`src/rtl/clock_pkg.sv`:
```
// Shared clock/alarm types: state encoding, BCD limits
// and the hh:mm digit bundle.
package clock_pkg;

  localparam int DIGIT_W             = 4;
  localparam int MIN_TENS_MAX        = 5;
  localparam int HOUR_TENS_MAX       = 2;
  localparam int HOUR_UNITS_MAX_AT_2 = 3;

  typedef enum logic [1:0] {
    ST_IDLE    = 2'b00,
    ST_RINGING = 2'b01,
    ST_SNOOZE  = 2'b10
  } state_t;

  typedef struct packed {
    logic [DIGIT_W-1:0] h1;
    logic [DIGIT_W-1:0] h0;
    logic [DIGIT_W-1:0] m1;
    logic [DIGIT_W-1:0] m0;
  } hhmm_t;

endpackage

```
`src/rtl/bcd_time_add.sv`:
```
// Combinational hh:mm + 0..9 minutes in BCD,
// wrapping 59->00 minutes and 23->00 hours.
module bcd_time_add
  import clock_pkg::*;
(
  input  hhmm_t              t,
  input  logic [DIGIT_W-1:0] add,
  output hhmm_t              sum
);

  localparam logic [7:0] MIN_PER_HR =
    8'((MIN_TENS_MAX + 1) * 10);

  logic [7:0] mins;
  logic [7:0] mins_w;
  logic       carry;

  always_comb begin
    mins   = 8'(t.m1) * 8'd10
           + 8'(t.m0) + 8'(add);
    carry  = (mins >= MIN_PER_HR);
    mins_w = carry ? mins - MIN_PER_HR : mins;
    sum.m1 = 4'(mins_w / 8'd10);
    sum.m0 = 4'(mins_w % 8'd10);
    sum.h1 = t.h1;
    sum.h0 = t.h0;
    if (carry) begin
      if (t.h1 == 4'(HOUR_TENS_MAX) &&
          t.h0 == 4'(HOUR_UNITS_MAX_AT_2)) begin
        sum.h1 = '0;
        sum.h0 = '0;
      end else if (t.h0 == 4'd9) begin
        sum.h1 = t.h1 + 4'd1;
        sum.h0 = '0;
      end else begin
        sum.h0 = t.h0 + 4'd1;
      end
    end
  end

endmodule

```
`src/rtl/alarm_controller.sv`:
```
// Alarm target compare, ring timeout and snooze
// sequencing between timekeeper and buzzer.
module alarm_controller
  import clock_pkg::*;
#(
  parameter int SNOOZE_MIN = 5,
  parameter int RING_SECS  = 60
) (
  input  logic       clk,
  input  logic       reset,
  input  logic       sec_tick,
  input  logic [3:0] t_h1,
  input  logic [3:0] t_h0,
  input  logic [3:0] t_m1,
  input  logic [3:0] t_m0,
  input  logic [3:0] a_h1,
  input  logic [3:0] a_h0,
  input  logic [3:0] a_m1,
  input  logic [3:0] a_m0,
  input  logic       alarm_en,
  input  logic       snooze_n,
  input  logic       stop_n,
  output logic       ring,
  output logic       snoozing,
  output logic [1:0] state,
  output logic [3:0] g_h1,
  output logic [3:0] g_h0,
  output logic [3:0] g_m1,
  output logic [3:0] g_m0
);

  state_t     st, st_n;
  hhmm_t      t, a, g, g_n, g_snz;
  logic [7:0] cnt, cnt_n;
  logic       match, match_q, hit;
  logic       snooze_q, stop_q;
  logic       snz_p, stop_p;

  assign t = {t_h1, t_h0, t_m1, t_m0};
  assign a = {a_h1, a_h0, a_m1, a_m0};

  assign match  = (t == g);
  assign hit    = match & ~match_q;
  assign snz_p  = snooze_q & ~snooze_n;
  assign stop_p = stop_q & ~stop_n;

  bcd_time_add u_snz (
    .t   (g),
    .add (4'(SNOOZE_MIN)),
    .sum (g_snz)
  );

  // match_q starts high so a reset with t == target
  // does not look like a fresh match.
  always_ff @(posedge clk) begin
    if (reset) begin
      st       <= ST_IDLE;
      g        <= '0;
      cnt      <= '0;
      match_q  <= 1'b1;
      snooze_q <= 1'b1;
      stop_q   <= 1'b1;
    end else begin
      st       <= st_n;
      g        <= g_n;
      cnt      <= cnt_n;
      match_q  <= match;
      snooze_q <= snooze_n;
      stop_q   <= stop_n;
    end
  end

  always_comb begin
    st_n  = st;
    g_n   = g;
    cnt_n = cnt;
    if (st == ST_IDLE) g_n = a;
    if (!alarm_en) begin
      st_n  = ST_IDLE;
      cnt_n = '0;
    end else begin
      unique case (st)
        ST_IDLE: begin
          if (hit) begin
            st_n  = ST_RINGING;
            cnt_n = '0;
          end
        end
        ST_RINGING: begin
          if (stop_p) begin
            st_n = ST_IDLE;
          end else if (snz_p) begin
            st_n  = ST_SNOOZE;
            g_n   = g_snz;
            cnt_n = '0;
          end else if (sec_tick) begin
            if (cnt == 8'(RING_SECS - 1))
              st_n = ST_IDLE;
            else
              cnt_n = cnt + 8'd1;
          end
        end
        ST_SNOOZE: begin
          if (stop_p) begin
            st_n = ST_IDLE;
          end else if (hit) begin
            st_n  = ST_RINGING;
            cnt_n = '0;
          end
        end
        default: st_n = ST_IDLE;
      endcase
    end
  end

  assign ring     = (st == ST_RINGING);
  assign snoozing = (st == ST_SNOOZE);
  assign state    = st;
  assign g_h1     = g.h1;
  assign g_h0     = g.h0;
  assign g_m1     = g.m1;
  assign g_m0     = g.m0;

endmodule

```
`config.mk`:
```
export PLATFORM = sky130hd
export DESIGN_NAME = alarm_controller
export DESIGN_NICKNAME = d
export VERILOG_FILES = /design/src/rtl/clock_pkg.sv /design/src/rtl/bcd_time_add.sv /design/src/rtl/alarm_controller.sv
export SDC_FILE = /design/constraint.sdc
export NUM_CORES = 1
export LEC_CHECK = 0
export CAP_MARGIN = 40
export CELL_PAD_IN_SITES_DETAIL_PLACEMENT = 1
export CELL_PAD_IN_SITES_GLOBAL_PLACEMENT = 2
export CORE_MARGIN = 2
export CORE_UTILIZATION = 33
export DETAILED_ROUTE_END_ITERATION = 12
export PLACE_DENSITY_LB_ADDON = 0.1
export SLEW_MARGIN = 20
export SYNTH_ARGS = -nofsm -noshare
export SYNTH_HDL_FRONTEND = slang
export SYNTH_SLANG_ARGS = --single-unit
export TNS_END_PERCENT = 5
```
`constraint.sdc`:
```
create_clock -name clk -period 10.5 [get_ports clk]
set_clock_uncertainty 0.2 [all_clocks]
set_input_delay 1.575 -clock clk [delete_from_list [all_inputs] [get_ports clk]]
set_output_delay 1.575 -clock clk [all_outputs]
set_load 0.05 [all_outputs]
```
==> flow_summary.json, run 1 <==
{
  "rows": 35,
  "min_period_over_period": 0.5862,
  "crit_path_frequent_cell": "sky130_fd_sc_hd__ha_1",
  "fin_total_pwr_mw": 0.5315,
  "worst_r2r_startpoint": "g_m1[2]$_SDFF_PP0_",
  "clk_pin_slew_ns": 0.07,
  "core-area_um2": 9196,
  "place_area_um2": 3744,
  "post-cts-setup-buffers": 0,
  "cell_chosen_for_the_clock_root": "sky130_fd_sc_hd__clkbuf_8",
  "series_of_cell_instances_along_the_critical_path": "ha_1 > ha_1 > ha_1 > xnor2_4 > ha_1 > nor4_1 > or4b_1 > o21a_1 > ha_1 > o211ai_1 > nand4_1 > a222oi_1 > and2_2 > nand2b_1 > o2111ai_1 > nor4_1 > a2111oi_2",
  "critPathKind": "flip-flop to flip-flop",
  "ctsLongestPathBuffers": 2,
  "starting_density": 0.3396,
  "run_status": "completed",
  "cp_slowest_stage_delay_ns": 0.90,
  "grt_use_total": 0.2049,
  "total_leakage_power_nw": 1.502,
  "rrSetupSlack_ns": 4.34,
  "placed_cells_incl_taps": 548,
  "drt_drc_violations_left": 0,
  "holdBufCountCts": 0,
  "timing.hold.worst_endpoint": "cnt[1]$_SDFFE_PP0P_",
  "first_global_vias": 3292,
  "synth_seq_area_share": 0.1859,
  "finalSetupViolCount": 0,
  "cpMaxStageDelayCell": "sky130_fd_sc_hd__a222oi_1",
  "sort_of_element_at_the_end_of_the_critical_path": "flip-flop",
  "critPathArrivalTime_ns": 6.14,
  "drt_wirelength_um": 9877,
  "first_pass_grt_wire_length_um": 16700,
  "synth_nets": 449,
  "power-per-cell-area_nw_per_um2": 137.1,
  "drt.antenna.violating_nets": 0,
  "tightest_slew_ns": 1.025,
  "layout.filler_cells": 1102,
  "cts_tree": "built",
  "synth_area_um2": 3123,
  "max-slew-margin-rel": 0.3169,
  "crit_start": "g_m1[2]$_SDFF_PP0_",
  "synth-warning-count": 0,
  "io_buffer_count": 57,
  "layout_min_cycle_time_ns": 6.155,
  "cts_repair_resize_count": 0,
  "final_global_route_overflow_total": 0,
  "worst-r2r-cell-count": 17,
  "r2r-end": "g_m0[1]$_SDFF_PP0_",
  "number_of_antenna_violations_at_the_first_check_in_global_routing": 0,
  "finalMaxSlewViolations": 0,
  "area_grow_syn2layout_pct": 24.16,
  "routed_wire_length_per_instance_um": 17.76,
  "netlist.top_cell.by_area": "sky130_fd_sc_hd__dfxtp_1",
  "cp-start-kind": "flip-flop",
  "syn_avg_cell_area_um2": 7.967,
  "holdPathStages": 2,
  "starting_drc_count_in_detailed_routing": 73,
  "number_of_vias_after_detailed_routing": 3115,
  "detail_route.vias_per_cell": 5.603,
  "synth_area_leaders": "sky130_fd_sc_hd__dfxtp_1, sky130_fd_sc_hd__ha_1, sky130_fd_sc_hd__xnor2_1, sky130_fd_sc_hd__nor2_1, sky130_fd_sc_hd__nand2_1",
  "min-delay-path-class": "flip-flop to flip-flop",
  "die_h_um": 101.3,
  "detailedRoute.firstPassIterationCount": 4,
  "synth-edff-count": 0,
  "critical_path_peak_fanout": 14,
  "achievable-frequency_ghz": 0.1625,
  "ys_top_cells_by_count": "sky130_fd_sc_hd__nor2_1, sky130_fd_sc_hd__nand2_1, sky130_fd_sc_hd__dfxtp_1, sky130_fd_sc_hd__xnor2_1, sky130_fd_sc_hd__o21ai_0",
  "die_width_um": 101.3,
  "final-instance-count-excl-fill": 556,
  "worst_skew_pair_later_pin_latency_ns": 0.29,
  "pin_count": 58,
  "synth.most_common_cell": "sky130_fd_sc_hd__nor2_1",
  "dieArea_um2": 10260,
  "htree_levels": 2,
  "vdd_ir_drop_max_uv": 63.94,
  "synth-async-reset-ratio": 0,
  "ys_dominant_reg_cell": "sky130_fd_sc_hd__dfxtp_1",
  "ys_ff_latch": 29,
  "hold_path_startpoint": "cnt[1]$_SDFFE_PP0P_",
  "total_clock_buffers_created_by_cts": 5,
  "yosysUniqueCellTypes": 80,
  "proportion_of_layout_cells_with_a_drive_suffix_above_1": 0.1101,
  "numClockSinks": 29,
  "nets": 501,
  "hpwlAfterDp_um": 7918,
  "maxCapViolCount": 0,
  "multi_input_area_um2": 2347,
  "antenna_cells_inserted": 0,
  "tns_ns": 0,
  "cp.required_ns": 10.49,
  "gp_congestion": 0.9359,
  "final_hold_violations": 0,
  "layout.cell_area.non_filler_um2": 3877,
  "unrepaired_setup_endpoints_after_global_routing": "no",
  "final_core_utilization": 0.4216,
  "maximum_number_of_pins_on_one_net_before_global_route_repair": 18,
  "area_used_by_sequential_logic_in_the_layout_um2": 580.6,
  "synthCells": 392,
  "area_share_of_the_largest_cell_type_after_synthesis": 0.1859
}
[power breakdown]
part	internal (mW)	leakage [nW]	total (mW)	switching, mW
combinational	0.107	1.20	0.268	0.161
sequential	0.114	0.239	0.121	0.00736
clock	0.0943	0.0681	0.142	0.0481
[how the worst max path moves through the flow]
stage | endpoint | slack, ns | depth (start not counted)
after global routing | g_m0[1]$_SDFF_PP0_ | 3.84 | 19
final | g_m0[1]$_SDFF_PP0_ | 4.34 | 17
after floorplan | g_m0[2]$_SDFF_PP0_ | 5.09 | 19
after global placement | g_m0[1]$_SDFF_PP0_ | 4.56 | 18
after detailed placement | g_m0[2]$_SDFF_PP0_ | 4.39 | 17
after CTS | g_m0[1]$_SDFF_PP0_ | 4.35 | 17
[cell families after synthesis]
group                      Yosys count  synth area share
and+or+nand+nor                    150            0.2436
AOI/OAI and AO/OA                  110            0.2648
buffers and inverters               35           0.06250
xor gates and xnor gates            33            0.1034
DFF                                 29            0.1859
adders and majority gates           19           0.08093
muxes                               16           0.05889
[per-stage QoR]
step	setup slack, ns	hold WS (ns)
CTS	4.350	0.2969
finish	4.345	0.2957
global route	3.836	0.3176
global placement	4.556	0.2818
detailed placement	4.388	0.2844
floorplan	5.095	0.2628
[metal layers]
metal | global-route usage | vias up | part of all wire
met2 | 0.3586 | 44 | 0.49
met3 | 0.02346 | 14 | 0.020
li1 | - | 1548 | -
met1 | 0.2597 | 1509 | 0.46
met4 | 0.07277 | 0 | 0.023
met5 | 0 | - | 0
[registers in the layout, summed over array words and instances, names as in the netlist]
| signal | flops |
|---|---|
| g_h0 | 4 |
| stop_q | 1 |
| g_h1 | 4 |
| match_q | 1 |
| g_m0 | 4 |
| g_m1 | 4 |
| cnt | 8 |
| snooze_q | 1 |
| state | 2 |
[layout make-up]
class / instances / area share
clock buffer: 5 / 0.01775
clock inverter: 3 / 0.01678
inverter: 19 / 0.01839
multi-input combinational: 328 / 0.6054
sequential: 29 / 0.1497
tap: 111 / 0.03582
timing repair buffer: 61 / 0.1562
[cell usage in the layout (no fill, tap or decap), types with 3 or more instances in the layout]
| master | instances |
|---|---|
| sky130_fd_sc_hd__a211oi_1 | 4 |
| sky130_fd_sc_hd__a21o_1 | 5 |
| sky130_fd_sc_hd__a21oi_1 | 19 |
| sky130_fd_sc_hd__a221oi_1 | 4 |
| sky130_fd_sc_hd__a221oi_2 | 3 |
| sky130_fd_sc_hd__a22oi_1 | 7 |
| sky130_fd_sc_hd__a311oi_1 | 3 |
| sky130_fd_sc_hd__clkbuf_8 | 5 |
| sky130_fd_sc_hd__clkdlybuf4s50_1 | 57 |
| sky130_fd_sc_hd__dfxtp_1 | 29 |
| sky130_fd_sc_hd__ha_1 | 17 |
| sky130_fd_sc_hd__inv_1 | 19 |
| sky130_fd_sc_hd__mux2i_1 | 11 |
| sky130_fd_sc_hd__nand2_1 | 31 |
| sky130_fd_sc_hd__nand2b_1 | 5 |
| sky130_fd_sc_hd__nand3_1 | 13 |
| sky130_fd_sc_hd__nand4_1 | 9 |
| sky130_fd_sc_hd__nor2_1 | 41 |
| sky130_fd_sc_hd__nor2b_1 | 6 |
| sky130_fd_sc_hd__nor3_1 | 13 |
| sky130_fd_sc_hd__nor4_1 | 4 |
| sky130_fd_sc_hd__o211ai_1 | 5 |
| sky130_fd_sc_hd__o21a_1 | 3 |
| sky130_fd_sc_hd__o21ai_0 | 21 |
| sky130_fd_sc_hd__o31ai_1 | 5 |
| sky130_fd_sc_hd__or2_2 | 6 |
| sky130_fd_sc_hd__xnor2_1 | 22 |
| sky130_fd_sc_hd__xor2_1 | 8 |
[critical path, delay by kind of cell, from the launching register on]
kind	cells	cell delay, ns
fa+ha+maj	5	1.76
simple gates	6	1.38
compound gates	5	1.94
xor+xnor	1	0.28
flops	1	0.50
No activity file was read; power rests on OpenSTA's default activity.
==> run 2, diff against run 1 <==
--- a/config.mk
+++ b/config.mk
@@ -9,7 +9,7 @@
 export CELL_PAD_IN_SITES_DETAIL_PLACEMENT = 1
 export CELL_PAD_IN_SITES_GLOBAL_PLACEMENT = 2
 export CORE_MARGIN = 2
-export CORE_UTILIZATION = 33
+export CORE_UTILIZATION = 31
 export DETAILED_ROUTE_END_ITERATION = 12
 export PLACE_DENSITY_LB_ADDON = 0.1
 export SLEW_MARGIN = 20
==> constraint.sdc (replaced) <==
create_clock -name clk -period 5.75 [get_ports clk]
set_clock_uncertainty 0.2 [all_clocks]
set_input_delay 0.8625 -clock clk [delete_from_list [all_inputs] [get_ports clk]]
set_output_delay 0.8625 -clock clk [all_outputs]
set_load 0.05 [all_outputs]
==> flow_summary.json, run 2 (synthesis gave the netlist of run 1 again) <==
{
  "series_of_cell_instances_along_the_critical_path": "ha_1 > ha_1 > inv_1 > fa_2 > nand3b_1 > o22ai_2 > nor4_1 > or4b_1 > o21a_1 > ha_1 > o211ai_1 > nand4_1 > a222oi_1 > buf_4 > nor2_1 > a21o_1 > a221oi_2 > o32a_1 > o311ai_1",
  "r2r-end": "g_m0[2]$_SDFF_PP0_",
  "drt.antenna.violating_nets": 0,
  "crit_path_frequent_cell": "sky130_fd_sc_hd__ha_1",
  "starting_drc_count_in_detailed_routing": 135,
  "maxCapViolCount": 0,
  "routed_wire_length_per_instance_um": 17.11,
  "proportion_of_layout_cells_with_a_drive_suffix_above_1": 0.1510,
  "rrSetupSlack_ns": 0.28,
  "final_core_utilization": 0.4108,
  "tightest_slew_ns": 0.7763,
  "first_pass_grt_wire_length_um": 16440,
  "worst_r2r_startpoint": "g_m1[1]$_SDFF_PP0_",
  "holdBufCountCts": 0,
  "number_of_vias_after_detailed_routing": 3159,
  "power-per-cell-area_nw_per_um2": 233.4,
  "placed_cells_incl_taps": 579,
  "critical_path_peak_fanout": 9,
  "fin_total_pwr_mw": 0.9373,
  "total_clock_buffers_created_by_cts": 5,
  "die_width_um": 104.4,
  "layout.filler_cells": 1222,
  "ctsLongestPathBuffers": 2,
  "numClockSinks": 29,
  "drt_wirelength_um": 10090,
  "detailedRoute.firstPassIterationCount": 4,
  "io_buffer_count": 57,
  "cp.required_ns": 5.71,
  "hpwlAfterDp_um": 8128,
  "cp_slowest_stage_delay_ns": 0.59,
  "leading_cell_types_in_the_layout_fill_and_taps_excluded": "sky130_fd_sc_hd__clkdlybuf4s50_1, sky130_fd_sc_hd__nor2_1, sky130_fd_sc_hd__nand2_1",
  "crit_start": "g_m1[1]$_SDFF_PP0_",
  "run_status": "completed",
  "vdd_ir_drop_max_uv": 84.72,
  "cp-endpoint": "g_m0[2]$_SDFF_PP0_",
  "final_hold_violations": 0,
  "layout_min_cycle_time_ns": 5.471,
  "cell_chosen_for_the_clock_root": "sky130_fd_sc_hd__clkbuf_8",
  "sort_of_element_at_the_end_of_the_critical_path": "flip-flop",
  "min_period_over_period": 0.9515,
  "number_of_antenna_violations_at_the_first_check_in_global_routing": 0,
  "cpMaxStageDelayCell": "sky130_fd_sc_hd__or4b_1",
  "min-delay-path-class": "flip-flop to flip-flop",
  "gp_congestion": 0.8476,
  "flip_flop_count_of_the_largest_register_all_copies_and_words_added": 8,
  "starting_density": 0.3195,
  "final_common_cell": "sky130_fd_sc_hd__clkdlybuf4s50_1",
  "nets": 513,
  "total_leakage_power_nw": 1.545,
  "clk_pin_slew_ns": 0.07,
  "final_global_route_overflow_total": 0,
  "worst-r2r-cell-count": 19,
  "antenna_cells_inserted": 0,
  "critPathArrivalTime_ns": 5.43,
  "pin_count": 58,
  "drt_drc_violations_left": 0,
  "rows": 36,
  "first_global_vias": 3245,
  "core-area_um2": 9774,
  "final-instance-count-excl-fill": 590,
  "finalSetupViolCount": 0,
  "achievable-frequency_ghz": 0.1828,
  "largest_register": "cnt",
  "die_h_um": 104.4,
  "cts_tree": "built",
  "maximum_number_of_pins_on_one_net_before_global_route_repair": 16,
  "finalMaxSlewViolations": 0,
  "grt_use_total": 0.1840,
  "hold_slack_ns": 0.2956,
  "detail_route.vias_per_cell": 5.354,
  "cp-start-kind": "flip-flop",
  "max-slew-margin-rel": 0.4787,
  "htree_levels": 2,
  "critPathKind": "flip-flop to flip-flop",
  "dieArea_um2": 10890,
  "worst_skew_pair_later_pin_latency_ns": 0.28,
  "area_grow_syn2layout_pct": 28.57
}
[run 2: cell count changes in the layout (fill, tap and decap cells not counted), moves of 2 or more]
cell / delta
sky130_fd_sc_hd__nor3_2: +2
sky130_fd_sc_hd__bufinv_16: -2
sky130_fd_sc_hd__nor3_1: -2
sky130_fd_sc_hd__clkbuf_1: +3
sky130_fd_sc_hd__buf_4: +12
[run 2: routing by layer]
| layer | vias up | GRT usage | routed length (um) | part of all wire |
|---|---|---|---|---|
| met5 | - | 0 | 0 | 0 |
| met3 | 13 | 0.02381 | 292 | 0.029 |
| met1 | 1515 | 0.2446 | 4871 | 0.48 |
| met4 | 0 | 0.05598 | 178 | 0.018 |
| li1 | 1571 | - | - | - |
| met2 | 60 | 0.3086 | 4749 | 0.47 |
[run 2: how the worst min path moves through the flow]
stage	from	to	slack, ns	cells past startpoint
final	cnt[1]$_SDFFE_PP0P_	cnt[1]$_SDFFE_PP0P_	0.30	2
after global routing	cnt[1]$_SDFFE_PP0P_	cnt[1]$_SDFFE_PP0P_	0.33	2
after CTS	cnt[1]$_SDFFE_PP0P_	cnt[1]$_SDFFE_PP0P_	0.30	2
after detailed placement	cnt[1]$_SDFFE_PP0P_	cnt[1]$_SDFFE_PP0P_	0.29	2
after global placement	cnt[1]$_SDFFE_PP0P_	cnt[1]$_SDFFE_PP0P_	0.28	2
after floorplan	cnt[1]$_SDFFE_PP0P_	cnt[1]$_SDFFE_PP0P_	0.26	2
[run 2: stage by stage]
step,setup slack (ns),setup TNS (ns),cell area (um2)
6_report,0.2792,0,4015
3_3_place_gp,0.1025,0,3821
5_1_grt,-0.01711,-0.01711,4015
2_1_floorplan,0.3446,0,3123
3_5_place_dp,-0.002454,-0.002454,3841
4_1_cts,0.07499,0,3934
[run 2: area by class of cell]
type                    count  area [um2]  area share
clock buffers               8       80.08     0.01994
flip-flops and latches     29       581.8      0.1449
repair buffers             73       695.7      0.1733
multi-input cells         328        2420      0.6027
well taps                 133       166.4     0.04145
inverters                  19       71.32     0.01776
[run 2: report_power, final]
group | switching [mW] | internal, mW | total, mW
clock | 0.0811 | 0.0860 | 0.167
sequential | 0.0111 | 0.208 | 0.219
combinational | 0.324 | 0.227 | 0.551
total | 0.416 | 0.521 | 0.937
[run 2: critical path, delay by kind of cell, from the launching register on]
kind / cells / cell delay [ns]
compound gates: 8 / 2.00
fa+ha+maj: 4 / 1.33
buf+inv: 2 / 0.30
flops: 1 / 0.37
simple gates: 5 / 1.14
[run 2: what timing repair did]
item                                    4_1_cts  5_1_grt
setup buffers                                 0        3
endpoints found under the setup margin        2        4
pin swaps                                     0        3
resized for setup                             2       12
